--- config.mk ---
export PLATFORM = sky130hd
export DESIGN_NAME = debug_dump_tx
export DESIGN_NICKNAME = d
export VERILOG_FILES = /design/src/rtl/debug_dump_tx_pkg.sv /design/src/rtl/debug_dump_tx_shift_reg.sv /design/src/rtl/debug_dump_tx.sv
export SDC_FILE = /design/constraint.sdc
export NUM_CORES = 1
export LEC_CHECK = 0
export BUFFER_PORTS_ARGS = -buffer_cell sky130_fd_sc_hd__buf_4
export CAP_MARGIN = 20
export CORE_UTILIZATION = 35
export CTS_BUF_LIST = sky130_fd_sc_hd__clkbuf_4
export DETAILED_ROUTE_END_ITERATION = 8
export GPL_ROUTABILITY_DRIVEN = 0
export PLACE_DENSITY = 0.54
export SYNTH_ARGS = -nofsm -noshare
export SYNTH_HDL_FRONTEND = slang
export SYNTH_SLANG_ARGS = --single-unit
--- constraint.sdc ---
create_clock -name clk -period 2 [get_ports clk]
set_input_delay 0.1 -clock clk [delete_from_list [all_inputs] [get_ports clk]]
set_output_delay 0.1 -clock clk [all_outputs]
set_load 0.005 [all_outputs]
--- src/rtl/debug_dump_tx_pkg.sv ---
// Shared constants and FSM state encoding for the debug dump transmitter.
// CHK/CWAIT states exist only when DEBUG_DUMP_CHKSUM_EN is defined.
package debug_dump_tx_pkg;

  localparam int DUMP_UART_BITS  = 8;
  localparam int DUMP_DATA_BITS  = 256;
  localparam int DUMP_STATE_BITS = 4;

  // Encodings are fixed so the debug unit can decode o_send_state directly.
  typedef enum logic [3:0] {
    DUMP_IDLE  = 4'd0,
    DUMP_LOAD  = 4'd1,
    DUMP_WAIT  = 4'd2,
    DUMP_LAST  = 4'd3,
`ifdef DEBUG_DUMP_CHKSUM_EN
    DUMP_CHK   = 4'd4,
    DUMP_CWAIT = 4'd5,
`endif
    DUMP_DONE  = 4'd6
  } dump_state_t;

endpackage

--- src/rtl/debug_dump_tx_shift_reg.sv ---
// Snapshot holding register: parallel load, UART_BITS-wide right shift,
// low byte always presented for transmission.
module debug_dump_tx_shift_reg
  import debug_dump_tx_pkg::*;
#(
  parameter int UART_BITS = DUMP_UART_BITS,
  parameter int DATA_BITS = DUMP_DATA_BITS
) (
  input  logic                 clk,
  input  logic                 rst,
  input  logic                 load,
  input  logic                 shift,
  input  logic [DATA_BITS-1:0] data,
  output logic [UART_BITS-1:0] low_byte
);

  logic [DATA_BITS-1:0] shreg;

  always_ff @(posedge clk) begin
    if (rst) begin
      shreg <= '0;
    end else if (load) begin
      shreg <= data;
    end else if (shift) begin
      shreg <= shreg >> UART_BITS;
    end
  end

  assign low_byte = shreg[UART_BITS-1:0];

endmodule

--- src/rtl/debug_dump_tx.sv ---
// Streams a latched datapath snapshot LSB byte first into uart_tx, one byte per
// tx_start/tx_done handshake. Define DEBUG_DUMP_CHKSUM_EN to append an XOR checksum byte.
module debug_dump_tx
  import debug_dump_tx_pkg::*;
#(
  parameter int UART_BITS  = DUMP_UART_BITS,
  parameter int DATA_BITS  = DUMP_DATA_BITS,
  parameter int STATE_BITS = DUMP_STATE_BITS
) (
  input  logic                  clk,
  input  logic                  rst,
  input  logic                  i_start,
  input  logic [DATA_BITS-1:0]  i_snapshot,
  input  logic                  i_tx_done,
  output logic                  o_tx_start,
  output logic [UART_BITS-1:0]  o_tx_data,
  output logic                  o_busy,
  output logic                  o_done,
  output logic [STATE_BITS-1:0] o_send_state
);

  localparam int NBYTES = DATA_BITS / UART_BITS;
  localparam int CNT_W  = $clog2(NBYTES + 1);
  localparam logic [CNT_W-1:0] LAST_CNT = CNT_W'(NBYTES - 1);

  if (DATA_BITS % UART_BITS != 0) begin : g_width_check
    $error("debug_dump_tx: DATA_BITS must be a multiple of UART_BITS");
  end

  dump_state_t          state;
  logic [CNT_W-1:0]     cnt;
  logic [UART_BITS-1:0] low_byte;
  logic                 load_sh;
  logic                 shift_sh;
`ifdef DEBUG_DUMP_CHKSUM_EN
  logic [UART_BITS-1:0] chk;
`endif

  assign load_sh  = (state == DUMP_IDLE) && i_start;
  assign shift_sh = (state == DUMP_WAIT) && i_tx_done;

  debug_dump_tx_shift_reg #(
    .UART_BITS (UART_BITS),
    .DATA_BITS (DATA_BITS)
  ) u_shreg (
    .clk      (clk),
    .rst      (rst),
    .load     (load_sh),
    .shift    (shift_sh),
    .data     (i_snapshot),
    .low_byte (low_byte)
  );

  // o_done is raised on entry to DONE so a start coinciding with it is still refused.
  always_ff @(posedge clk) begin
    if (rst) begin
      state      <= DUMP_IDLE;
      cnt        <= '0;
      o_tx_start <= 1'b0;
      o_tx_data  <= '0;
      o_busy     <= 1'b0;
      o_done     <= 1'b0;
`ifdef DEBUG_DUMP_CHKSUM_EN
      chk        <= '0;
`endif
    end else begin
      o_tx_start <= 1'b0;
      o_done     <= 1'b0;
      case (state)
        DUMP_IDLE: begin
          if (i_start) begin
            cnt    <= '0;
            o_busy <= 1'b1;
`ifdef DEBUG_DUMP_CHKSUM_EN
            chk    <= '0;
`endif
            state  <= DUMP_LOAD;
          end
        end
        DUMP_LOAD: begin
          o_tx_data  <= low_byte;
          o_tx_start <= 1'b1;
`ifdef DEBUG_DUMP_CHKSUM_EN
          chk        <= chk ^ low_byte;
`endif
          state      <= DUMP_WAIT;
        end
        DUMP_WAIT: begin
          if (i_tx_done) begin
            if (cnt == LAST_CNT) begin
              state <= DUMP_LAST;
            end else begin
              cnt   <= cnt + CNT_W'(1);
              state <= DUMP_LOAD;
            end
          end
        end
        DUMP_LAST: begin
`ifdef DEBUG_DUMP_CHKSUM_EN
          state  <= DUMP_CHK;
`else
          o_done <= 1'b1;
          state  <= DUMP_DONE;
`endif
        end
`ifdef DEBUG_DUMP_CHKSUM_EN
        DUMP_CHK: begin
          o_tx_data  <= chk;
          o_tx_start <= 1'b1;
          state      <= DUMP_CWAIT;
        end
        DUMP_CWAIT: begin
          if (i_tx_done) begin
            o_done <= 1'b1;
            state  <= DUMP_DONE;
          end
        end
`endif
        DUMP_DONE: begin
          o_busy <= 1'b0;
          state  <= DUMP_IDLE;
        end
        default: state <= DUMP_IDLE;
      endcase
    end
  end

  assign o_send_state = STATE_BITS'(state);

endmodule

* Word level (Yosys, flattened, before mapping)
Index checks and enable logic that the tools add are counted.
** Operators by class
- Eq/ne operators :: 8
- Multiplexer cells :: 14
- Reduce and logical (&&, ||, !) cells :: 9
- $add $sub $neg :: 1
** Operator list (number)
- $mux W256 :: 2
- $mux W6 :: 3
- $pmux W4 S4 :: 1
- $pmux W6 S2 :: 1
- $eq A4 B2 Y1 const B :: 2
- $mux W4 :: 2
- $add A6 B1 Y6 const B :: 1
- $eq A6 B5 Y1 const B :: 1
- $ne A2 B2 Y1 const B :: 3
- $reduce_bool A2 Y1 :: 3
- $eq A4 B1 Y1 const B :: 1
- $eq A4 B3 Y1 const B :: 1
- $logic_not A4 Y1 :: 1
- $reduce_and A2 Y1 :: 2
- $reduce_and A4 Y1 :: 1
- $mux W1 :: 3
- $logic_and A1 B1 Y1 :: 2
- $mux W2 :: 1
- $pmux W1 S2 :: 1
** Word-level totals
- Output and inout port bits :: 15
- Bits of input ports :: 260
- Register bits after elaboration :: 277

* Depth between registers and ports, before layout
Gate-level depths: netlist of the first run.
- Depth after elaboration :: 4
- Depth in mapped cells :: 8
- Gate-level depth less buffers :: 5

* Modules after synthesis
Synthesis of the first run repeated with hierarchy kept, for this count alone.
** Unflattened totals
- Cells, all modules :: 1242
- Area, all modules :: 12936.2 um^2
** Modules (own cells, without submodules)
- debug_dump_tx_shift_reg :: cells each 1146, area each 12071.6 um^2, sequential area each 5124.9 um^2, instances 1
- debug_dump_tx :: cells each 96, area each 864.6 um^2, sequential area each 400.4 um^2, instances 1

* Worst setup path after synthesis of the first run
OpenSTA, ideal clock, no wires.
- Kind :: register -> register
- Start point :: reg cnt[0]
- End point :: reg cnt[1]
- Setup slack :: 0.286 ns
- Arrival time :: 1.643 ns
- Cell stages (with the launch flop) :: 7
- Setup time :: 0.070 ns
- Cells stage by stage :: dfxtp_1 ha_1 and3_1 and3_1 clkbuf_1 or4b_1 a21oi_1
** Between the ends
- Word-level cells in the longest chain between the ends :: 4
** Ends and longest elaborated chain
- from (decl) :: line debug_dump_tx.sv:31 : logic [CNT_W-1:0] cnt;
- from (signal assigned) :: line debug_dump_tx.sv:93 : cnt <= cnt + CNT_W'(1);
- $add A6 B1 Y6 :: line debug_dump_tx.sv:93
- $mux W6 :: line debug_dump_tx.sv:90 : if (cnt == LAST_CNT) begin
- $mux W6 :: line debug_dump_tx.sv:89 : if (i_tx_done) begin
- $pmux W6 S2 :: line debug_dump_tx.sv:69 : case (state)
Several ways; a longest one is shown, not always the timed one. The select of a mux whose other input is x is not followed.
A chain may end at the register's enable or synchronous reset.

* Final worst setup path of the first run
- Start point :: reg state[2], in the netlist o_send_state[2]
- End point :: reg u_shreg.shreg[194]
** Between the ends
- Word-level cells in the longest chain between the ends :: 3
** Ends and longest elaborated chain
- from (decl) :: line debug_dump_tx.sv:30 : dump_state_t state;
- from (signal assigned) :: line debug_dump_tx.sv:57 : state <= DUMP_IDLE;
- from (signal assigned) :: line debug_dump_tx.sv:77 : state <= DUMP_LOAD;
- from (signal assigned) :: line debug_dump_tx.sv:86 : state <= DUMP_WAIT;
- $eq A4 B2 Y1 / $logic_not A4 Y1 (equally long branches) :: line debug_dump_tx.sv:40, debug_dump_tx.sv:39
- $logic_and A1 B1 Y1 (on tied branches) :: line debug_dump_tx.sv:40, debug_dump_tx.sv:39
- $reduce_bool A2 Y1 (no source line) / $mux W256 (equally long branches)
- to (signal assigned) :: line debug_dump_tx_shift_reg.sv:23 : shreg <= data;
- to (signal assigned) :: line debug_dump_tx_shift_reg.sv:25 : shreg <= shreg >> UART_BITS;
- to (decl) :: line debug_dump_tx_shift_reg.sv:17 : logic [DATA_BITS-1:0] shreg;
Several ways; a longest one is shown, not always the timed one.

==> results of run 1 <==
==> final timing paths <==
check | to | cells past startpoint | startpoint
setup / recovery | u_shreg.shreg[194]$_SDFFE_PP0P_ | 5 | o_send_state[2]$_SDFFE_PP0P_
hold / removal | u_shreg.shreg[255]$_SDFFE_PP0P_ | 4 | i_snapshot[255]
setup reg to reg | u_shreg.shreg[194]$_SDFFE_PP0P_ | 5 | o_send_state[2]$_SDFFE_PP0P_
hold reg to reg | u_shreg.shreg[102]$_SDFFE_PP0P_ | 2 | u_shreg.shreg[110]$_SDFFE_PP0P_
==> critical path, stage by stage (launching register included) <==
cell and delay, ns:
sky130_fd_sc_hd__dfxtp_1 0.60, sky130_fd_sc_hd__nor2_4 0.11, sky130_fd_sc_hd__nand2_4 0.11, sky130_fd_sc_hd__buf_12 0.33, sky130_fd_sc_hd__nand2_1 0.13, sky130_fd_sc_hd__a311oi_2 0.28
==> power by group <==
group	switching, mW	total (mW)	internal, mW
Combinational	1.61	3.17	1.57
Clock	2.47	5.34	2.87
Sequential	0.326	6.42	6.10
==> cells in the mapped netlist (all sizes together) <==
cell type,n,area [um2]
ha,1,12.51
nor2b,3,18.77
clkbuf,63,236.5
o21a,1,7.510
and3,3,18.77
a311oi,247,2364
inv,1,3.750
nand3,4,20.02
o31ai,2,15.01
or4b,1,10.01
nor2,269,1012
or3b,3,28.78
nor3b,1,7.510
buf,85,483.0
nand2,496,1862
o21ai,6,30.02
a21oi,8,40.04
nor3,4,31.28
a22oi,8,60.06
o32ai,1,8.760
o21bai,1,7.510
a31oi,2,12.51
nand4bb,1,11.26
or3,1,6.260
and2,1,6.260
a21bo,1,10.01
a211oi,1,7.510
conb,1,3.750
mux2i,8,80.08
nand2b,1,13.76
dfxtp,276,5525
==> metal layers <==
layer | GRT usage | share of wire
met1 | 0.2736 | 0.44
met5 | 0 | 0.00060
met4 | 0.1056 | 0.037
met2 | 0.3556 | 0.47
met3 | 0.04597 | 0.054
==> final cells by class <==
cell class	count	area, um2
repair buffers	580	5373
flip-flops and latches	276	5527
fillers	3160	15280
inverters	1	3.754
diodes	9	22.52
clock buffers	126	945.9
well taps	448	560.5
multi-input cells	1076	5728
clock inverters	19	91.34
==> cells by family (layout without fill, tap and decap cells) <==
group | count (synthesis) | after routing
buf+inv | 149 | 726
fa+ha+maj | 1 | 1
other cells | 1 | 10
flops | 276 | 276
compound gates | 278 | 278
simple gates | 788 | 788
mux | 8 | 8
==> per-stage QoR <==
stage	util	setup WS (ns)	instances	power (mW)	area, um2
after global routing	0.5442	0.03539	2534	15.88	18250
after global placement	0.4351	0.2086	2122	9.229	14590
after CTS	0.5434	0.06638	2526	15.15	18220
after detailed placement	0.4351	0.1308	2122	9.286	14590
final	0.5443	0.1948	2535	14.93	18250
after floorplan	-	0.2864	1501	8.217	11950
==> sequential cells by signal (all words and copies together), names as in the netlist <==
signal,flops
o_tx_start,1
o_busy,1
u_shreg.shreg,256
o_send_state,3
cnt,6
o_tx_data,8
o_done,1
==> timing repair <==
item	in CTS	in global routing
hold buffers	259	0
endpoints found under the setup margin	0	119
gates resized for setup	0	3
endpoints found under the hold margin	272	0
==> results.yml, run 1 <==
sta:
  hold_viol_final: 0
  fin_skew_ns: 0.06834
  rsz_0062_raised_after_global_routing: "false"
  hold_slack_ns: 0.2254
  timing.fmax_mhz: 554.0
  final_min_period_over_clock_period: 0.9026
  timing_max_transition_violations_final: 0
  worst_slew_margin_rel: 0.6435
  fin_crit_ns: 1.805
  tightest_slew_ns: 0.5348
  final.setup.tns_ns: 0
  setup_viol: 0
global_routing:
  grt.overflow.total: 0
  grt_first_pass_wirelength_um: 62630
  via_count_of_the_first_global_routing_pass: 12740
  grt_util_all_layers: 0.2180
  grt_start_max_net_pins: 98
  number_of_antenna_violations_at_the_first_check_in_global_routing: 11
flow_run:
  cap_violations: 0
synthesis:
  mappedNetlistNets: 1762
  area_fraction_in_compound_gates_after_synthesis: 0.2144
  count_of_yosys_warnings_during_synthesis: 0
  synth.lib_cells_used.distinct: 39
  muxShareOfSynthArea: 0.006699
  share_of_the_yosys_chip_area_belonging_to_registers: 0.4622
  number_of_standard_cells_after_synthesis: 1501
  mean_area_per_synthesized_cell_um2: 7.964
  xor_xnor_portion_of_the_synthesized_cell_area: 0
  largest_family_of_logic_cells_by_synthesized_area: "simple AND/OR/NAND/NOR gates"
  simple_gate_portion_of_the_synthesized_area: 0.2549
  synth_adder_area_share: 0.001047
  post_synth_instance_area_um2: 11950
  ys_seq_elements: 276
routing:
  remaining_design_rule_violation_count: 0
  vias_per_cell: 4.969
  drt-pass1-iter-count: 7
  route.vias.total: 12600
  post_drt_wl_per_cell_um: 15.12
  dr.first_iter.drc_count: 780
  antenna_left: 0
  routed_wirelength_um: 38330
power:
  p_per_area_nw_per_um2: 818.2
  worst_ir_drop_vdd_mv: 0.3640
  static-leakage-power_nw: 7.250
clock_network:
  max-clock-path-buffers: 3
  tritoncts: "yes"
  worstSkewPairLatency_ns: 0.68
  cts.clk_slew.worst_paths_ns: 0.06
  cts.htree.levels: 3
  clk_root_buffer_cell: "sky130_fd_sc_hd__clkbuf_4"
  cts_setup_buffers: 0
  cts_inserted_buffers: 80
  clock_sink_count: 276
worst_setup_path:
  register_to_register_setup_slack_ns: 0.19
  setup.worst_path.start_class: "register"
  worst_ep_required_time_ns: 2.54
  timing_worst_setup_path_type: "register to register"
  worst-endpoint-arrival_ns: 2.34
  critPathMaxFanout: 97
  critPathCaptureType: "register"
die:
  effective_utilization_at_floorplan: 0.3565
  core-area_um2: 33530
  dieWidth_um: 186.8
  io-pin-count: 275
  die_y_um: 186.8
  row_count: 67
  die_area_um2: 34900
final_layout:
  layout-drive-gt1-share: 0.2387
  layout.nets: 2276
  mostFrequentLayoutCells: "495 x sky130_fd_sc_hd__nand2_1, 291 x sky130_fd_sc_hd__buf_4, 275 x sky130_fd_sc_hd__dfxtp_1"
  syn2layout_area_growth_pct: 52.68
  final_common_cell: "sky130_fd_sc_hd__nand2_1"
min_path:
  hp-class: "primary input to register"
placement:
  dpl.hpwl_um: 24260
  port_buffers: 273
run_status:
  outcome: "finished, final reports clean"
Power figures use the tool's default switching activity.
==> inputs of run 2 (changes only) <==
Settings changed: PLACE_DENSITY 0.54 to unset, PLACE_DENSITY_LB_ADDON set to 0.05.
==> run 2 against run 1 <==
  * Global-route usage about the same
  * Core utilization grew 0.24 points
  * Sequential share of layout area fell by 0.12 points
  * Fmax is 0.22% higher
  * Worst setup slack improved by 0.0039 ns
  * Clock power grew 2%
  * Critical path depth is 1 higher
  * Highest routed layer unchanged
  * Combinational power about the same
  * Non-clock buffer count rose by 11
==> results.yml, run 2 (same netlist as run 1, synthesis figures left out) <==
run_status:
  outcome: "finished, final reports clean"
die:
  die_y_um: 186.8
  row_count: 67
  core-area_um2: 33530
  io-pin-count: 275
  dieWidth_um: 186.8
  die_area_um2: 34900
  effective_utilization_at_floorplan: 0.3565
routing:
  remaining_design_rule_violation_count: 0
  routed_wirelength_um: 38580
  post_drt_wl_per_cell_um: 15.22
  antenna_left: 0
  drt-pass1-iter-count: 5
  route.vias.total: 12480
  vias_per_cell: 4.927
  dr.first_iter.drc_count: 695
global_routing:
  grt_util_all_layers: 0.2177
  grt.overflow.total: 0
  grt_start_max_net_pins: 76
  via_count_of_the_first_global_routing_pass: 12500
  number_of_antenna_violations_at_the_first_check_in_global_routing: 7
  grt_first_pass_wirelength_um: 62790
placement:
  detailed_place.area_um2: 14640
  preCtsSetupSlack_ns: 0.1028
  port_buffers: 273
  dpl.hpwl_um: 24110
final_layout:
  max_flop_register: "u_shreg.shreg"
  layout-drive-gt1-share: 0.2403
  post-route-cell-area_um2: 18330
  fillCellCount: 3249
  mostFrequentLayoutCells: "495 x sky130_fd_sc_hd__nand2_1, 302 x sky130_fd_sc_hd__buf_4, 274 x sky130_fd_sc_hd__dfxtp_1"
  largest_reg_flops: 256
  top_regs: "u_shreg.shreg: 256 flops, o_tx_data: 8 flops, cnt: 6 flops"
  layout.nets: 2287
  final_common_cell: "sky130_fd_sc_hd__nand2_1"
  syn2layout_area_growth_pct: 53.34
clock_network:
  cts_inserted_buffers: 80
  worstSkewPairLatency_ns: 0.69
  tritoncts: "yes"
  clock_sink_count: 276
  cts.clk_slew.worst_paths_ns: 0.07
  cts.htree.levels: 3
  max-clock-path-buffers: 3
  clk_root_buffer_cell: "sky130_fd_sc_hd__clkbuf_4"
sta:
  hold_viol_final: 0
  worst_slew_margin_rel: 0.6161
  rsz_0062_raised_after_global_routing: "false"
  tightest_slew_ns: 0.5759
  slack_of_the_critical_path_ns: 0.1987
  fin_crit_ns: 1.801
  timing_max_transition_violations_final: 0
  timing.fmax_mhz: 555.1
  hold_slack_ns: 0.2121
  setup_viol: 0
  fin_skew_ns: 0.05501
  final_min_period_over_clock_period: 0.9007
  final.setup.tns_ns: 0
power:
  power_mw: 15.10
  static-leakage-power_nw: 7.298
  worst_ir_drop_vdd_mv: 0.5181
  p_per_area_nw_per_um2: 823.6
worst_setup_path:
  timing_worst_setup_path_type: "register to register"
  critPathMaxFanout: 40
  worst-endpoint-arrival_ns: 2.37
  worst_ep_required_time_ns: 2.57
  setup.worst_path.start_class: "register"
  critPathCaptureType: "register"
flow_run:
  cap_violations: 0
min_path:
  hp-class: "primary input to register"
[run 2: cell count changes in the layout (fill, tap and decap cells not counted), moves of 2 or more]
cell,change
sky130_fd_sc_hd__buf_4,+11
sky130_fd_sc_hd__clkbuf_4,-9
sky130_fd_sc_hd__diode_2,-4
sky130_fd_sc_hd__bufinv_16,+3
sky130_fd_sc_hd__inv_6,-2
[run 2: final cells by class]
cell class | instances | area (um2) | share of cell area
multi-input combinational | 1076 | 5728 | 0.3125
sequential | 276 | 5528 | 0.3016
timing repair buffer | 591 | 5460 | 0.2979
clock buffer | 117 | 878.3 | 0.04792
tap | 448 | 560.5 | 0.03058
clock inverter | 20 | 158.9 | 0.008669
antenna | 5 | 12.51 | 0.0006826
inverter | 1 | 3.754 | 0.0002048
[run 2: through the flow]
| stage | utilization | cells |
|---|---|---|
| CTS | 0.5449 | 2526 |
| global route | 0.5466 | 2533 |
| finish | 0.5466 | 2534 |
| detailed placement | 0.4367 | 2130 |
| global placement | 0.4367 | 2130 |
| floorplan | - | 1501 |
[run 2: where the power goes]
part / switching, mW / total, mW / internal (mW)
logic: 1.61 / 3.20 / 1.59
clock network: 2.42 / 5.47 / 3.05
registers: 0.331 / 6.43 / 6.10
[run 2: worst paths after layout]
| path | endpoint | slack [ns] | startpoint | cells after the start |
|---|---|---|---|---|
| max | u_shreg.shreg[195]$_SDFFE_PP0P_ | 0.20 | o_send_state[2]$_SDFFE_PP0P_ | 6 |
| min | u_shreg.shreg[251]$_SDFFE_PP0P_ | 0.21 | i_snapshot[251] | 4 |
| max reg2reg | u_shreg.shreg[195]$_SDFFE_PP0P_ | 0.20 | o_send_state[2]$_SDFFE_PP0P_ | 6 |
| min reg2reg | u_shreg.shreg[166]$_SDFFE_PP0P_ | 0.45 | u_shreg.shreg[174]$_SDFFE_PP0P_ | 2 |
[run 2: what timing repair did]
action / 4_1_cts / 5_1_grt
setup endpoints to repair: 0 / 39
hold buffers: 259 / 0
buffers inserted: 0 / 2
resized for setup: 0 / 3
endpoints found under the hold margin: 267 / 0
[run 2: critical path: stages (launching register included)]
cell	delay [ns]
sky130_fd_sc_hd__dfxtp_2	0.39
sky130_fd_sc_hd__nor2_2	0.25
sky130_fd_sc_hd__o21a_4	0.24
sky130_fd_sc_hd__buf_12	0.20
sky130_fd_sc_hd__buf_12	0.25
sky130_fd_sc_hd__nor2_1	0.09
sky130_fd_sc_hd__a311oi_2	0.25
[run 2: metal layers]
layer | vias up | track usage | wire length, um
met1 | 5753 | 0.2905 | 18290
met5 | - | 0 | 20
li1 | 6335 | - | -
met4 | 4 | 0.07724 | 894
met2 | 312 | 0.3460 | 17520
met3 | 80 | 0.04728 | 1859
